==> src/rtl/zapper_light_sense_if.sv <==
// zapper_light_sense_if: beam, aim, trigger and result signals of the light-gun sensor
interface zapper_light_sense_if;
  logic       ce_pix;
  logic [5:0] color;
  logic [8:0] count_h;
  logic [8:0] count_v;
  logic [8:0] gun_x;
  logic [8:0] gun_y;
  logic       gun_valid;
  logic       trigger;
  logic       light;
  logic       trigger_out;
  logic [1:0] state_dbg;
  modport master (
    output ce_pix, color, count_h, count_v, gun_x, gun_y, gun_valid, trigger,
    input  light, trigger_out, state_dbg
  );
  modport slave (
    input  ce_pix, color, count_h, count_v, gun_x, gun_y, gun_valid, trigger,
    output light, trigger_out, state_dbg
  );
endinterface

==> src/rtl/zapper_light_sense.sv <==
// zapper_light_sense: Zapper photodiode model on palette indices; ZAPPER_TRIGGER_STRETCH_EN stretches trigger_out over frames
module zapper_light_sense #(
  parameter int RADIUS           = 8,
  parameter int HIT_PIXELS       = 4,
  parameter int HOLD_LINES       = 20,
  parameter int LEVEL_MIN        = 2,
  parameter int TRIG_HOLD_FRAMES = 3
) (
  input logic                 clk,
  input logic                 reset_n,
  zapper_light_sense_if.slave bus
);
  localparam int HW = $clog2(HIT_PIXELS + 1);
  localparam int LW = $clog2(HOLD_LINES + 1);
  typedef enum logic [1:0] {IDLE = 2'd0, SCAN = 2'd1, LIT = 2'd2} state_t;
  state_t state_q, state_d;
  logic [HW-1:0] hit_q, hit_d, hit_base, hit_inc;
  logic [LW-1:0] hold_q, hold_d;
  logic [1:0] sync_q, sync_d;
  logic signed [9:0] dx, dy;
  logic [9:0] adx, ady;
  logic in_win, bright, new_line;
  assign dx       = $signed({1'b0, bus.count_h}) - $signed({1'b0, bus.gun_x});
  assign dy       = $signed({1'b0, bus.count_v}) - $signed({1'b0, bus.gun_y});
  assign adx      = dx[9] ? 10'(-dx) : 10'(dx);
  assign ady      = dy[9] ? 10'(-dy) : 10'(dy);
  assign in_win   = (bus.count_h <= 9'd255) && (bus.count_v <= 9'd239) &&
                    (adx <= 10'(RADIUS)) && (ady <= 10'(RADIUS));
  assign bright   = (bus.color[5:4] >= 2'(LEVEL_MIN)) && (bus.color[3:0] <= 4'hC);
  assign new_line = bus.ce_pix && (bus.count_h == 9'd0);
  // the line clear happens before a hit on dot 0 is counted
  assign hit_base = new_line ? '0 : hit_q;
  assign hit_inc  = hit_base + 1'b1;
  always_comb begin
    state_d = state_q;
    hit_d   = hit_q;
    hold_d  = hold_q;
    sync_d  = {sync_q[0], bus.trigger};
    if (bus.ce_pix) begin
      if (!bus.gun_valid) begin
        state_d = IDLE;
        hit_d   = '0;
        hold_d  = '0;
      end else begin
        case (state_q)
          IDLE: begin
            state_d = SCAN;
            hit_d   = '0;
          end
          SCAN: begin
            hit_d = hit_base;
            if (in_win && bright) begin
              if (hit_inc >= HW'(HIT_PIXELS)) begin
                state_d = LIT;
                hit_d   = HW'(HIT_PIXELS);
                hold_d  = LW'(HOLD_LINES);
              end else begin
                hit_d = hit_inc;
              end
            end
          end
          LIT: begin
            if (new_line) begin
              hold_d = hold_q - 1'b1;
              if (hold_q == LW'(1)) begin
                state_d = SCAN;
                hit_d   = '0;
              end
            end
          end
          default: state_d = IDLE;
        endcase
      end
    end
  end
  always_ff @(posedge clk or negedge reset_n) begin
    if (!reset_n) begin
      state_q <= IDLE;
      hit_q   <= '0;
      hold_q  <= '0;
      sync_q  <= '0;
    end else begin
      state_q <= state_d;
      hit_q   <= hit_d;
      hold_q  <= hold_d;
      sync_q  <= sync_d;
    end
  end
  assign bus.light     = (state_q == LIT);
  assign bus.state_dbg = state_q;
`ifdef ZAPPER_TRIGGER_STRETCH_EN
  localparam int FW = $clog2(TRIG_HOLD_FRAMES + 1);
  logic          prev_q, prev_d, out_q, out_d;
  logic [FW-1:0] frm_q, frm_d;
  always_comb begin
    prev_d = sync_q[1];
    out_d  = out_q;
    frm_d  = frm_q;
    if (!out_q && sync_q[1] && !prev_q) begin
      out_d = 1'b1;
      frm_d = FW'(TRIG_HOLD_FRAMES);
    end else if (out_q && bus.ce_pix && bus.count_v == 9'd0 && bus.count_h == 9'd0) begin
      frm_d = frm_q - 1'b1;
      out_d = (frm_q != FW'(1));
    end
  end
  always_ff @(posedge clk or negedge reset_n) begin
    if (!reset_n) begin
      prev_q <= 1'b0;
      out_q  <= 1'b0;
      frm_q  <= '0;
    end else begin
      prev_q <= prev_d;
      out_q  <= out_d;
      frm_q  <= frm_d;
    end
  end
  assign bus.trigger_out = out_q;
`else
  assign bus.trigger_out = sync_q[1];
`endif
endmodule

==> src/flat_wrapper.sv <==
// flat-port wrapper written by rule: the top's interface ports become plain ports
module zapper_light_sense_flat 
#(
  parameter int RADIUS           = 8,
  parameter int HIT_PIXELS       = 4,
  parameter int HOLD_LINES       = 20,
  parameter int LEVEL_MIN        = 2,
  parameter int TRIG_HOLD_FRAMES = 3
)
  (clk, reset_n, bus_ce_pix, bus_color, bus_count_h, bus_count_v, bus_gun_x, bus_gun_y, bus_gun_valid, bus_trigger, bus_light, bus_trigger_out, bus_state_dbg);
  zapper_light_sense_if bus_i ();
  input logic clk;
  input logic reset_n;
  input wire logic [$bits(bus_i.ce_pix)-1:0] bus_ce_pix;
  input wire logic [$bits(bus_i.color)-1:0] bus_color;
  input wire logic [$bits(bus_i.count_h)-1:0] bus_count_h;
  input wire logic [$bits(bus_i.count_v)-1:0] bus_count_v;
  input wire logic [$bits(bus_i.gun_x)-1:0] bus_gun_x;
  input wire logic [$bits(bus_i.gun_y)-1:0] bus_gun_y;
  input wire logic [$bits(bus_i.gun_valid)-1:0] bus_gun_valid;
  input wire logic [$bits(bus_i.trigger)-1:0] bus_trigger;
  output wire logic [$bits(bus_i.light)-1:0] bus_light;
  output wire logic [$bits(bus_i.trigger_out)-1:0] bus_trigger_out;
  output wire logic [$bits(bus_i.state_dbg)-1:0] bus_state_dbg;
  assign bus_i.ce_pix = bus_ce_pix;
  assign bus_i.color = bus_color;
  assign bus_i.count_h = bus_count_h;
  assign bus_i.count_v = bus_count_v;
  assign bus_i.gun_x = bus_gun_x;
  assign bus_i.gun_y = bus_gun_y;
  assign bus_i.gun_valid = bus_gun_valid;
  assign bus_i.trigger = bus_trigger;
  assign bus_light = bus_i.light;
  assign bus_trigger_out = bus_i.trigger_out;
  assign bus_state_dbg = bus_i.state_dbg;
  zapper_light_sense #(.RADIUS(RADIUS), .HIT_PIXELS(HIT_PIXELS), .HOLD_LINES(HOLD_LINES), .LEVEL_MIN(LEVEL_MIN), .TRIG_HOLD_FRAMES(TRIG_HOLD_FRAMES)) u_core (.clk(clk), .reset_n(reset_n), .bus(bus_i));
endmodule
==> config.mk <==
export PLATFORM = sky130hd
export DESIGN_NAME = zapper_light_sense_flat
export DESIGN_NICKNAME = d
export VERILOG_FILES = /design/src/rtl/zapper_light_sense_if.sv /design/src/rtl/zapper_light_sense.sv /design/src/flat_wrapper.sv
export SDC_FILE = /design/constraint.sdc
export NUM_CORES = 1
export LEC_CHECK = 0
export CAP_MARGIN = 30
export CORE_UTILIZATION = 30
export DETAILED_ROUTE_END_ITERATION = 10
export GPL_TIMING_DRIVEN = 0
export PLACE_DENSITY_LB_ADDON = 0.05
export SYNTH_ARGS = -nofsm -noshare
export SYNTH_HDL_FRONTEND = slang
export SYNTH_SLANG_ARGS = --single-unit
==> constraint.sdc <==
create_clock -name clk -period 2.97 [get_ports clk]
set_input_delay 0.594 -clock clk [delete_from_list [all_inputs] [get_ports clk]]
set_output_delay 0.594 -clock clk [all_outputs]
set_load 0.1 [all_outputs]
After elaboration in Yosys (flattened, before gate mapping) --
Cells that the tools add are included.
Storage, ports and cells: register bits after elaboration 12, word-level logic and storage cells 57
Cells by class: mux-type cells 20, magnitude comparators 7, reductions and logical operators 11, $add $sub $neg 6, equality and inequality tests 9
Operators with widths (number):
- $le 10x4->1 const B | 2
- $mux 10 | 2
- $mux 5 | 4
- $neg 10->10 | 2
- $sub 9x9->10 | 2
- $le 9x8->1 const B | 2
- $mux 3 | 6
- $ne 3x2->1 const B | 4
- $mux 2 | 5
- $pmux 5 s2 | 1
- $reduce_and 5->1 | 2
- $logic_not 9->1 | 1
- $pmux 3 s3 | 1
- $logic_and 1x1->1 | 6
- $pmux 2 s3 | 1
- $eq 5x1->1 const B | 1
- $sub 5x1->5 const B | 1
- $le 4x4->1 const B | 1
- $ne 4x1->1 const B | 1
- $reduce_and 4->1 | 1
- $add 3x1->3 const B | 1
- $ge 3x3->1 const B | 1
- $ne 3x1->1 const B | 1
- $eq 2x1->1 const B | 1
- 3 further kinds | 3

Longest topological paths before layout --
depth after elaboration 10, depth in mapped cells 14, gate-level depth less buffers 14

Worst setup path before layout --
Ideal clock, no wire load.
path kind input to register, start point in bus_count_h[0], end point reg u_core.hold_q[2], path slack -0.819 ns, data required time 2.860 ns, library setup time 0.110 ns, arrival 3.678 ns, cell stages on the path 14, path through inv_1 ha_1 inv_1 fa_1 a211o_1 a2111o_1 o211ai_2 nand2_1 or4_1 a32o_1 nor4_4 a31oi_4 nand2b_4 a221oi_1
On the way: word-level cells in the longest chain between the ends 9, elaborated cells between the ends (all ways) 18, those cells by class add/sub: 3; order compare: 3; eq/ne: 3; mux: 2; reduce/logical: 7
RTL lines:
- start, declared | RTL line flat_wrapper.sv:16 | input wire logic [$bits(bus_i.count_h)-1:0] bus_count_h;
- $sub 9x9->10 | RTL line zapper_light_sense.sv:23 | assign dx = $signed({1'b0, bus.count_h}) - $signed({1'b0, bus.gun_x});
- $neg 10->10 | RTL line zapper_light_sense.sv:25 | assign adx = dx[9] ? 10'(-dx) : 10'(dx);
- $mux 10 | RTL line zapper_light_sense.sv:25
- $le 10x4->1 | RTL line zapper_light_sense.sv:28 | (adx <= 10'(RADIUS)) && (ady <= 10'(RADIUS));
- $logic_and 1x1->1 | RTL line zapper_light_sense.sv:27 | assign in_win = (bus.count_h <= 9'd255) && (bus.count_v <= 9'd239) &&
- $logic_and 1x1->1 | RTL line zapper_light_sense.sv:28
- $logic_and 1x1->1 | RTL line zapper_light_sense.sv:52 | if (in_win && bright) begin
- $ne 3x2->1 (no line)
- $reduce_and 5->1 (no line) (*)
- end signal, assigned | RTL line zapper_light_sense.sv:85 | hold_q <= hold_d;
- end, declared | RTL line zapper_light_sense.sv:18 | logic [LW-1:0] hold_q, hold_d;
Every way passes the cells marked *; elsewhere a longest branch is shown, timed or not. A chain may end at the register's enable or synchronous reset.

Worst setup path after layout --
start point in bus_gun_x[5], end point reg u_core.hold_q[2]
On the way: word-level cells in the longest chain between the ends 9
RTL lines:
- start, declared | RTL line flat_wrapper.sv:18 | input wire logic [$bits(bus_i.gun_x)-1:0] bus_gun_x;
- $sub 9x9->10 (*) | RTL line zapper_light_sense.sv:23
- $neg 10->10 | RTL line zapper_light_sense.sv:25
- $mux 10 (*) | RTL line zapper_light_sense.sv:25
- $le 10x4->1 (*) | RTL line zapper_light_sense.sv:28
- $logic_and 1x1->1 (*) | RTL line zapper_light_sense.sv:27
- $logic_and 1x1->1 (*) | RTL line zapper_light_sense.sv:28
- $logic_and 1x1->1 (*) | RTL line zapper_light_sense.sv:52
- $ne 3x2->1 (no line) (*)
- $reduce_and 5->1 (no line) (*)
Marks and branches as above.

==> run metrics <==
PwrDens=roughly 310 nW/um^2; Clock power frac=0.151; CP max-delay cell=or4_4; Crit. End Element=flip-flop; final worst slack=-732 ps; Hold Vio Cnt, Final=0; routing usage on met1=0.201; met3 Usage GRT=0.0105; RSZ-0062 raised after global routing=true; vias=between 2000 and 2500; ys async rst share=1.00; Initial DRC Count=62; #FFs+latches synth=12; post-route total power=roughly 1000 uW; leakage=~0.0013 uW; Die Wd=between 80 and 90 um; Ports=between 50 and 60; initial antenna violation count=0; Sw Share=0.423; register share of total power=0.178; Pint=592 uW; dpl cells=about 420; Final Cycle Share=1.25; Post-synth EDFFs=0; Detailed Routing Iterations Pass 1=4; Final setup viols=10; fin. max-slew vios=0; H-tree lvl count=1; Clock Path Buffers=2; Synthesized Nets=roughly 350; cell count after synthesis=about 280; hold depth=0; post-route clock skew=between 5 and 6 ps; die height=a little under 90 um; Clock Latency Late Sink=250 ps; combinational share of power=0.671; first-pass GRT wire length=approximately 9.3 mm; GR Layer Usage met2=0.262; fin crit period=3700 ps; library cells used by synthesis=65; Slew headroom=0.358; # hold bufs at CTS=0; worst reg-to-reg path cell count=8; global route hottest layer=met2; adder-cell area share of the yosys netlist=0.165; worst path cell trace=clkdlybuf4s50_1 -> inv_1 -> ha_4 -> nand2b_1 -> o221ai_1 -> a211oi_2 -> nand2_1 -> or4_4 -> a32o_2 -> nor4_4 -> buf_4 -> a31oi_4 -> nand2b_4 -> a221oi_2; Peak Freq=0.270 GHz; Clock Sinks=12; Final #Nets=around 430; CP peak stage delay=490 ps; final RePlAce weighted congestion=between 0.7 and 0.8; sequential share of the synthesized area=0.140; Area Overhead vs Synth=51.9%; worst ir drop on vdd=roughly 0.00011 V; final non-filler cell total=about 450; CTS root buffer=clkbuf_8; status=complete, but fails checks; grt total ovfl=0; cell row count=30; XOR/XNOR share of the synthesized area=0.0613; Yosys Warn Count=0; switching pwr=about 430 uW; Worst EP required=roughly 3100 ps; worst-margin pin slew=roughly 960 ps; WS Path Type=primary input to flip-flop; Core Region=between 6000 and 7000 sq um; vias in the first global route=between 2000 and 2500; HP Class=flip-flop to flip-flop; DRC=0; Max-cap violations=0; final antenna-violating net count=0; CTS tree=yes; layout cells sized above 1=0.238; Crit Path Max Fanout=7; mux cell area share after synthesis=0.0105; final WL=around 5.6 mm; drt via density=5.09; CP arrival=around 3900 ps; main flop type after synthesis=dfrtp_1; Mapped Avg Cell Area=7.74 sq um; Synth Area in Simple Gates=0.271; post-DP HPWL=about 4.2 mm; Post-Syn Area=between 2000 and 2500 sq um; Clk pin slew, worst setup/hold paths=60 ps; Port Buffers=between 40 and 50; total track usage=0.151; Synth Area in Compound Gates=0.284; wire per inst=~13 um; effective utilization at floorplan=0.314; pin count of the biggest net entering global routing=13; CTS buffer count=3; failing checks=setup timing; antenna fix cells=0; critical path launch point type=primary input; die area=~7500 sq um; largest family of logic cells by synthesized area=compound AO/OA/AOI/OAI gates
==> worst paths after layout <==
path                                              start          endpoint  slack [ps]
worst min-delay path                   u_core.sync_q[0]  u_core.sync_q[1]         350
max in group asynchronous                       reset_n  u_core.sync_q[1]        1880
worst min register to register         u_core.sync_q[0]  u_core.sync_q[1]         350
worst max-delay path                       bus_gun_x[5]  u_core.hold_q[2]        -730
min in group asynchronous                       reset_n  u_core.hold_q[1]         710
worst max register to register  u_core.bus.state_dbg[0]   u_core.hit_q[0]         590
==> timing repair <==
item                       CTS  global route
gates cloned                 0             0
setup buffers               12            11
setup endpoints to repair   10            11
pin swaps                   22            23
gates resized for setup     36            37
==> flip-flops by register name, indices dropped and copies added, names as in the netlist <==
name,flops
u_core.bus.state_dbg,2
u_core.hit_q,3
u_core.hold_q,5
u_core.sync_q,2
==> cells by family (layout without fill, tap and decap cells) <==
kind of cell / count (synthesis) / in the layout
muxes: 2 / 2
adders and majority gates: 27 / 27
AOI/OAI and AO/OA: 84 / 84
buffers and inverters: 38 / 110
xor gates and xnor gates: 15 / 15
and+or+nand+nor: 99 / 99
DFF: 12 / 12
==> per-stage QoR <==
stage / cell area (sq um) / TNS [ps] / utilization / hold slack, ps / setup slack (ps)
after CTS: 3000 / -8050 / 0.440 / 353 / -863
after floorplan: 2190 / -6280 / - / 298 / -726
after global placement: 2790 / -16170 / 0.408 / 337 / -1740
final: 3260 / -6580 / 0.477 / 348 / -732
after global routing: 3260 / -8220 / 0.477 / 364 / -898
after detailed placement: 2790 / -16010 / 0.408 / 340 / -1730
==> power groups by stage <==
stage | Combinational (uW) | Sequential (uW) | Clock (uW)
floorplan | 373 | 208 | 0
global placement | 547 | 184 | 0
detailed placement | 545 | 184 | 0
CTS | 612 | 181 | 159
global route | 753 | 183 | 163
finish | 688 | 182 | 155
==> worst max-delay path, delay by kind of cell <==
| kind | cells | cell delay, ps |
|---|---|---|
| AOI/OAI and AO/OA | 5 | 1210 |
| and+or+nand+nor | 5 | 1070 |
| buffers and inverters | 3 | 700 |
| adders and majority gates | 1 | 290 |
==> per-layer routing <==
metal,routed length (um),up-vias
li1,-,1180
met1,2690,1032
met2,2650,50
met3,175,5
met4,68,0
met5,0,-
==> synth_stat cells (3+ instances only) <==
cell type | n | area [sq um]
a211oi_1 | 5 | 37.5
a21boi_0 | 4 | 30.0
a21o_1 | 6 | 45.0
a21oi_1 | 10 | 50.1
and2_1 | 3 | 18.8
and3_1 | 4 | 25.0
dfrtp_1 | 12 | 300
ha_1 | 25 | 313
inv_1 | 35 | 131
nand2_1 | 15 | 56.3
nand2b_1 | 3 | 18.8
nand3_1 | 8 | 40.0
nand4_1 | 7 | 43.8
nor2_1 | 22 | 82.6
nor2b_1 | 4 | 25.0
nor3_1 | 4 | 20.0
nor4_1 | 6 | 37.5
o211ai_1 | 5 | 37.5
o21a_1 | 3 | 22.5
o21ai_0 | 15 | 75.1
o21bai_1 | 3 | 22.5
o22ai_1 | 4 | 25.0
o31ai_1 | 3 | 22.5
or3_1 | 5 | 31.3
xnor2_1 | 9 | 78.8
xor2_1 | 6 | 52.6
==> cell type report <==
type | instances | area [sq um]
inverters | 35 | 144
flip-flops and latches | 12 | 300
repair buffers | 70 | 664
well taps | 96 | 120
plain buffers | 2 | 11.3
multi-input cells | 227 | 1980
fillers | 723 | 3570
clock buffers | 3 | 41.3
==> cell usage in the layout, fill, tap and decap left out, drive strengths merged, types with 3 or more instances in the layout <==
cell type,Yosys,final
a211oi,6,6
a21boi,4,4
a21o,7,7
a21oi,10,10
and2,3,3
and3,5,5
buf,1,25
clkbuf,2,4
clkdlybuf4s50,0,40
dfrtp,12,12
ha,25,25
inv,35,35
nand2,15,15
nand2b,4,4
nand3,8,8
nand4,8,8
nor2,22,22
nor2b,4,4
nor3,4,4
nor4,8,8
o211ai,6,6
o21a,3,3
o21ai,18,18
o21bai,3,3
o22ai,4,4
o31ai,3,3
or3,6,6
xnor2,9,9
xor2,6,6
(Power assumes the default switching activity.)
